==> src/rtl/bus_cycle.sv <==
// bus_cycle: arbitrated system-bus cycle engine between the P-X state-control unit and the bus; ports: __clk/clo_n, CPU side (zg,w,r,ad,dt_o,nb,q -> zw1,rok,ren,rpe,talarm,dt_i), bus side (bus_rq/bus_gnt, bus_ad/dt_o/nb/qb/w/r, bus_ok/en/pe/dt_i)
module bus_cycle #(
  parameter int TIMEOUT = 250,
  parameter int AW = 16,
  parameter int DW = 16
) (
  input  logic          __clk,
  input  logic          clo_n,
  input  logic          zg,
  input  logic          w,
  input  logic          r,
  input  logic [AW-1:0] ad,
  input  logic [DW-1:0] dt_o,
  input  logic [3:0]    nb,
  input  logic          q,
  output logic          zw1,
  output logic          rok,
  output logic          ren,
  output logic          rpe,
  output logic          talarm,
  output logic [DW-1:0] dt_i,
  output logic          bus_rq,
  input  logic          bus_gnt,
  output logic [AW-1:0] bus_ad,
  output logic [DW-1:0] bus_dt_o,
  output logic [3:0]    bus_nb,
  output logic          bus_qb,
  output logic          bus_w,
  output logic          bus_r,
  input  logic          bus_ok,
  input  logic          bus_en,
  input  logic          bus_pe,
  input  logic [DW-1:0] bus_dt_i
);
  localparam int TW = $clog2(TIMEOUT) + 1;
  typedef enum logic [2:0] {IDLE, REQ, ADDR, STRB, DONE, REL} state_t;
  state_t state;
  logic [TW-1:0] timer;
  logic lw, lr;
  logic pe_hit, timed_out, finish;
  // parity error only means something on a read; on a write it is ignored
  assign pe_hit = lr & bus_pe;
  assign timed_out = timer == TW'(TIMEOUT - 1);
  assign finish = pe_hit | bus_en | bus_ok | timed_out;
  always_ff @(posedge __clk or negedge clo_n) begin
    if (!clo_n) begin
      state <= IDLE;
      timer <= '0;
      lw <= 1'b0;
      lr <= 1'b0;
      zw1 <= 1'b0;
      rok <= 1'b0;
      ren <= 1'b0;
      rpe <= 1'b0;
      talarm <= 1'b0;
      dt_i <= '0;
      bus_rq <= 1'b0;
      bus_ad <= '0;
      bus_dt_o <= '0;
      bus_nb <= '0;
      bus_qb <= 1'b0;
      bus_w <= 1'b0;
      bus_r <= 1'b0;
    end else begin
      case (state)
        IDLE: if (zg) begin
          state <= REQ;
          bus_rq <= 1'b1;
        end
        REQ: if (!zg) begin
          state <= IDLE;
          bus_rq <= 1'b0;
        end else if (bus_gnt) begin
          state <= ADDR;
          zw1 <= 1'b1;
          lw <= w;
          lr <= r;
          bus_ad <= ad;
          bus_dt_o <= (w & ~r) ? dt_o : '0;
          bus_nb <= nb;
          bus_qb <= q;
        end
        ADDR: if (lr ^ lw) begin
          state <= STRB;
          bus_w <= lw;
          bus_r <= lr;
          timer <= '0;
        end else begin
          state <= DONE;
          talarm <= 1'b1;
        end
        STRB: if (finish) begin
          state <= DONE;
          bus_w <= 1'b0;
          bus_r <= 1'b0;
          rpe <= pe_hit;
          ren <= ~pe_hit & bus_en;
          rok <= ~pe_hit & ~bus_en & bus_ok;
          talarm <= ~pe_hit & ~bus_en & ~bus_ok;
          if (lr && (pe_hit || (!bus_en && bus_ok))) dt_i <= bus_dt_i;
        end else begin
          timer <= (timer == '1) ? timer : timer + 1'b1;
        end
        DONE: if (!zg) begin
          state <= REL;
          rok <= 1'b0;
          ren <= 1'b0;
          rpe <= 1'b0;
          talarm <= 1'b0;
        end
        REL: if (!(bus_ok | bus_en | bus_pe)) begin
          state <= IDLE;
          bus_rq <= 1'b0;
          zw1 <= 1'b0;
          bus_ad <= '0;
          bus_dt_o <= '0;
          bus_nb <= '0;
          bus_qb <= 1'b0;
        end
        default: state <= IDLE;
      endcase
    end
  end
endmodule

==> config.mk <==
export PLATFORM = sky130hd
export DESIGN_NAME = bus_cycle
export DESIGN_NICKNAME = d
export VERILOG_FILES = /design/src/rtl/bus_cycle.sv
export SDC_FILE = /design/constraint.sdc
export NUM_CORES = 1
export LEC_CHECK = 0
export ABC_AREA = 1
export CORE_ASPECT_RATIO = 1.25
export CORE_UTILIZATION = 45
export DETAILED_ROUTE_END_ITERATION = 6
export HOLD_SLACK_MARGIN = 0.06
export PLACE_DENSITY = 0.85
export REMOVE_ABC_BUFFERS = 1
export SLEW_MARGIN = 20
export SYNTH_ARGS = -nofsm -noshare
export SYNTH_HDL_FRONTEND = slang
export SYNTH_SLANG_ARGS = --single-unit
==> constraint.sdc <==
create_clock -name __clk -period 1.9 [get_ports __clk]
set_input_delay 0.19 -clock __clk [delete_from_list [all_inputs] [get_ports __clk]]
set_output_delay 0.19 -clock __clk [all_outputs]
set_load 0.01 [all_outputs]
# Yosys cells after proc, flatten, opt, wreduce, memory -nomap -nowiden
# Index checks and enable logic that the tools add are counted.
# totals
register_bits	75
latch_bits	0
mem_count	0
romBits	0
ramBits	0
# op_classes
n_mul	0
n_div	0
shift	0
add_sub_neg	1
n_reduce_logical	19
eq_ne	19
bitwise	16
n_lt_le_gt_ge	0
muxes	48
# op_table
cell	count
$mux 16	6
$pmux 16 s2	2
$mux 9	3
$ne 2x2->1 const B	11
$mux 3	7
$pmux 3 s6	1
$pmux 9 s2	1
$reduce_and 4->1	4
$mux 1	15
$pmux 1 s2	7
$mux 4	3
$reduce_and 3->1	4
$add 9x1->9 const B	1
$eq 9x8->1 const B	1
$eq 9x9->1 const B	1
$pmux 4 s2	1
$and 1x1->1	6
$eq 3x2->1 const B	2
$eq 3x3->1 const B	2
$pmux 1 s3	2
$reduce_bool 2->1	3
$reduce_bool 3->1	2
$or 1x1->1	5
$reduce_and 5->1	1
8 further kinds	12

# Logic depth before layout (Yosys ltp)
# logic_depth
word_depth	6
ltp_mapped	12

# Least setup slack after synthesis
# Ideal clock, no wire load.
# synth_path
path_kind	register -> register
from	register timer[0]
to	register timer[6]
setup_ns	0.118
t_arrival_ns	1.409
period_less_slack_ns	1.528
slack_ns	0.372
path_stages_with_launch	11
cell_sequence	dfrtp_1 -> ha_1 -> nand3_1 -> nor2_1 -> ha_1 -> nand2_1 -> nand3_2 -> inv_4 -> nand2_4 -> nand2_1 -> nand2_1
# synth_between
elab_chain_cells	4
word_cells_on_any_way	10
cone_classes	add/sub (1); eq/ne (4); mux (3); bitwise (1); reduce/logical (1)
# synth_rtl
element	line	text
from (decl)	38	logic [TW-1:0] timer;
from (signal assigned)	102	timer <= (timer == '1) ? timer : timer + 1'b1;
$add 9x1->9 or $eq 9x8->1 (tied branches)	102, 43	
$mux 9 or $or 1x1->1 (tied branches)	102, 44	
$mux 9 or $ne 2x2->1 (tied branches)	n/a	
$pmux 9 s2 or $reduce_and 4->1 (tied branches)	n/a	
# Several ways; a longest one is shown, not always the timed one. The select of a mux whose other input is x is not followed.
# A chain may end at the register's enable or synchronous reset.

# Worst setup path after layout
# layout_path
from	register timer[0]
to	register timer[0]
# The elaborated chain is that of the path after synthesis.

==> impl_metrics.tcl <==
set metrics [dict create \
    ys_warn_count 0 \
    number_of_vias_per_cell_after_detailed_routing 5.017 \
    rsz0062_at_grt "no" \
    worst_setup_path_start_kind "flip-flop" \
    fp.dieW_um 81.12 \
    antenna_found_initial 0 \
    timing_hold_violations_final 0 \
    finalCriticalPeriod_ns 1.708 \
    worstPathCellList "ha_1 > nand3_1 > nor2_1 > ha_1 > nand2_1 > nand3_2 > nor2_2 > nand2_1 > nand2_1" \
    die_area_um2 8184 \
    ys_ff_latch 75 \
    drt-initial-drc-count 204 \
    rows 35 \
    first_global_vias 3307 \
    drive_above_1_share_pct 7.040 \
    switching_share_pct 34.78 \
    yosys.cell_types.count 28 \
    fin_hold_ws_ns 0.3346 \
    synth_flop_cell "dfrtp_1" \
    worst_slew_margin_rel_pct 69.27 \
    areaGrowthSynthToFinish_pct 43.75 \
    finish.net_count 615 \
    finalWeightedCongestion 0.8852 \
    cts_hold_buf 1 \
    critical_path_s_slowest_cell "dfrtp_1" \
    synth_edf_count 0 \
    cts_htree_levels 3 \
    cellInternalPower_mw 4.455 \
    io_buffers 122 \
    start_util_pct 47.02 \
    tns_ns 0 \
    clk_pin_slew_ns 0.09 \
    fin_crit_sh_pct 89.88 \
    critPathRequiredTime_ns 2.18 \
    crit_path_frequent_cell "nand2_1" \
    fin_total_pwr_mw 6.831 \
    power_switching_mw 2.375 \
    final_wl_um 8934 \
    status "finished clean" \
    final.fill_count 570 \
    type_of_destination_of_the_critical_path "flip-flop" \
    cts.root.buffer_cell "clkbuf_8" \
    vdd_drop_max_mv 0.7673 \
    postCtsSetupRepairBufs 0 \
    hp-class "primary input to asynchronous set/reset pin" \
    die_h_um 100.9 \
    netlist_instances 426 \
    wire_per_inst_um 13.83 \
    vias 3241 \
    core_outline_area_um2 7488 \
    largest_net_degree_at_the_start_of_global_routing 42 \
    skew_pair_late_insertion_delay_ns 0.34 \
    synth-async-reset-ratio_pct 100.0 \
    tritonroute_pass_1_iters 4 \
    clock_path_buffers 2 \
    critical_path_peak_fanout 6 \
    cpLargestDelayFamily "simple AND/OR/NAND/NOR gates" \
    groute.usage.overall_pct 23.96 \
    placed_cells_incl_taps 630 \
    critPathArrivalTime_ns 1.99 \
    syn-cell-area_um2 3521 \
    critical_path_class "flip-flop to flip-flop" \
    sequentialPowerShare_pct 38.6 \
    globalRouteOverflowTotal 0 \
    dp_hpwl_um 6551 \
    leakage_nw 2.501 \
    grt_pass1_wl_um 14920 \
    finalSetupViolations 0 \
    synth-seq-area-share_pct 53.30 \
    cts_tree "done" \
    cts-resized-gates 0 \
    timing_max_transition_violations_final 0 \
    final-instance-count-excl-fill 646 \
    io_pins 123 \
    antenna-diode-count 0 \
    maxCapViolations 0 \
    timing.critical_path.slowest_cell_delay_ns 0.44 \
    post_synthesis_average_cell_area_um2 8.265 \
    power_per_cell_area_nw_per_um2 1350 \
    finClkSkew_ns 0.01239 \
    remaining_drc_errors 0 \
    fmax_ghz 0.5856 \
    comb_power_share_pct 41.9 \
    cts_sinks 75 \
    postRouteAntennaNets 0 \
    cts-buffers-inserted 9 \
    part_of_the_power_in_the_clock_network_pct 19.6 \
    critPathBufInv 0 \
    tightest_pin_transition_ns 0.4610 \
]
Yosys cell counts (3+ instances only):
| cell | instances | area share, % |
|---|---|---|
| buf_2 | 7 | 0.99 |
| buf_4 | 3 | 0.64 |
| clkbuf_1 | 4 | 0.43 |
| dfrtp_1 | 75 | 53 |
| ha_1 | 3 | 1.1 |
| inv_1 | 61 | 6.5 |
| nand2_1 | 107 | 11 |
| nand3_1 | 78 | 11 |
| nor2_1 | 17 | 1.8 |
| nor2_4 | 3 | 0.96 |
| o21ai_0 | 29 | 4.1 |
| o21ai_1 | 16 | 2.3 |
sequential cells by signal (all words and copies together) (netlist names), 3 cells and up:
register,count
bus_ad,16
dt_i,16
timer,9
bus_nb,4
bus_dt_o,16
state,3
worst reg2reg max path, stage by stage, from the launching register on:
cell	delay (ns)
dfrtp_1	0.44
ha_1	0.28
nand3_1	0.12
nor2_1	0.05
ha_1	0.16
nand2_1	0.07
nand3_2	0.12
nor2_2	0.23
nand2_1	0.09
nand2_1	0.08
power groups by stage:
stage / Combinational (mW) / Sequential (mW) / Clock [mW]
2_1_floorplan: 1.01 / 2.85 / 0
3_3_place_gp: 2.76 / 2.63 / 0
3_5_place_dp: 2.87 / 2.63 / 0
4_1_cts: 2.89 / 2.63 / 1.36
5_1_grt: 3.13 / 2.71 / 1.43
6_report: 2.86 / 2.64 / 1.34
cell families (layout without fill, tap and decap cells):
kind of cell / count (synthesis) / after routing / synth area share, %
adders and majority gates: 3 / 3 / 1.066
AOI/OAI and AO/OA: 49 / 49 / 7.250
xor gates and xnor gates: 2 / 2 / 0.4976
DFF: 75 / 75 / 53.30
and+or+nand+nor: 215 / 215 / 28.07
buffers and inverters: 82 / 210 / 9.808
path summary, 6_finish.rpt:
kind | to | cells after the start | slack [ns] | startpoint
setup / recovery | timer[0] | 9 | 0.19 | timer[0]
hold / removal | dt_i[15] | 2 | 0.33 | clo_n
setup reg to reg | timer[0] | 9 | 0.19 | timer[0]
hold reg to reg | bus_r | 2 | 0.47 | bus_r
max in group asynchronous | lw | 3 | 1.00 | clo_n
min in group __clk | dt_i[11] | 3 | 0.38 | bus_dt_i[11]
cells in the final DEF, fill, tap and decap left out, types with 3 or more instances in the layout:
cell type / instances
o21ai_0: 29
inv_1: 61
buf_4: 7
dfrtp_1: 75
nand2_1: 107
nor2_1: 17
nor2_4: 3
clkdlybuf4s50_1: 121
o21ai_1: 16
nand3_1: 78
ha_1: 3
clkbuf_8: 9
metrics by stage:
stage                     util [%]  worst slack [ns]  cell area [um^2]
after global routing         67.59           0.06616              5061
final                        67.59            0.1923              5061
after global placement       64.59            0.2255              4837
after CTS                    67.59            0.2102              5061
after detailed placement     64.59            0.1359              4837
after floorplan                  -           0.08928              3418
layout make-up:
class | count | area, um^2 | area share (%)
flip-flops and latches | 75 | 1877 | 37.08
multi-input cells | 269 | 1299 | 25.66
well taps | 92 | 115.1 | 2.274
repair buffers | 131 | 1314 | 25.96
inverters | 64 | 242.7 | 4.796
clock inverters | 6 | 90.09 | 1.780
clock buffers | 9 | 123.9 | 2.447
layer usage:
layer	track usage [%]	vias up	part of all wire, %
met1	29.40	1509	40
li1	-	1596	-
met3	5.430	16	5.3
met5	0	-	0
met4	11.95	0	2.3
met2	39.24	120	52
No activity file was read; power rests on OpenSTA's default activity.
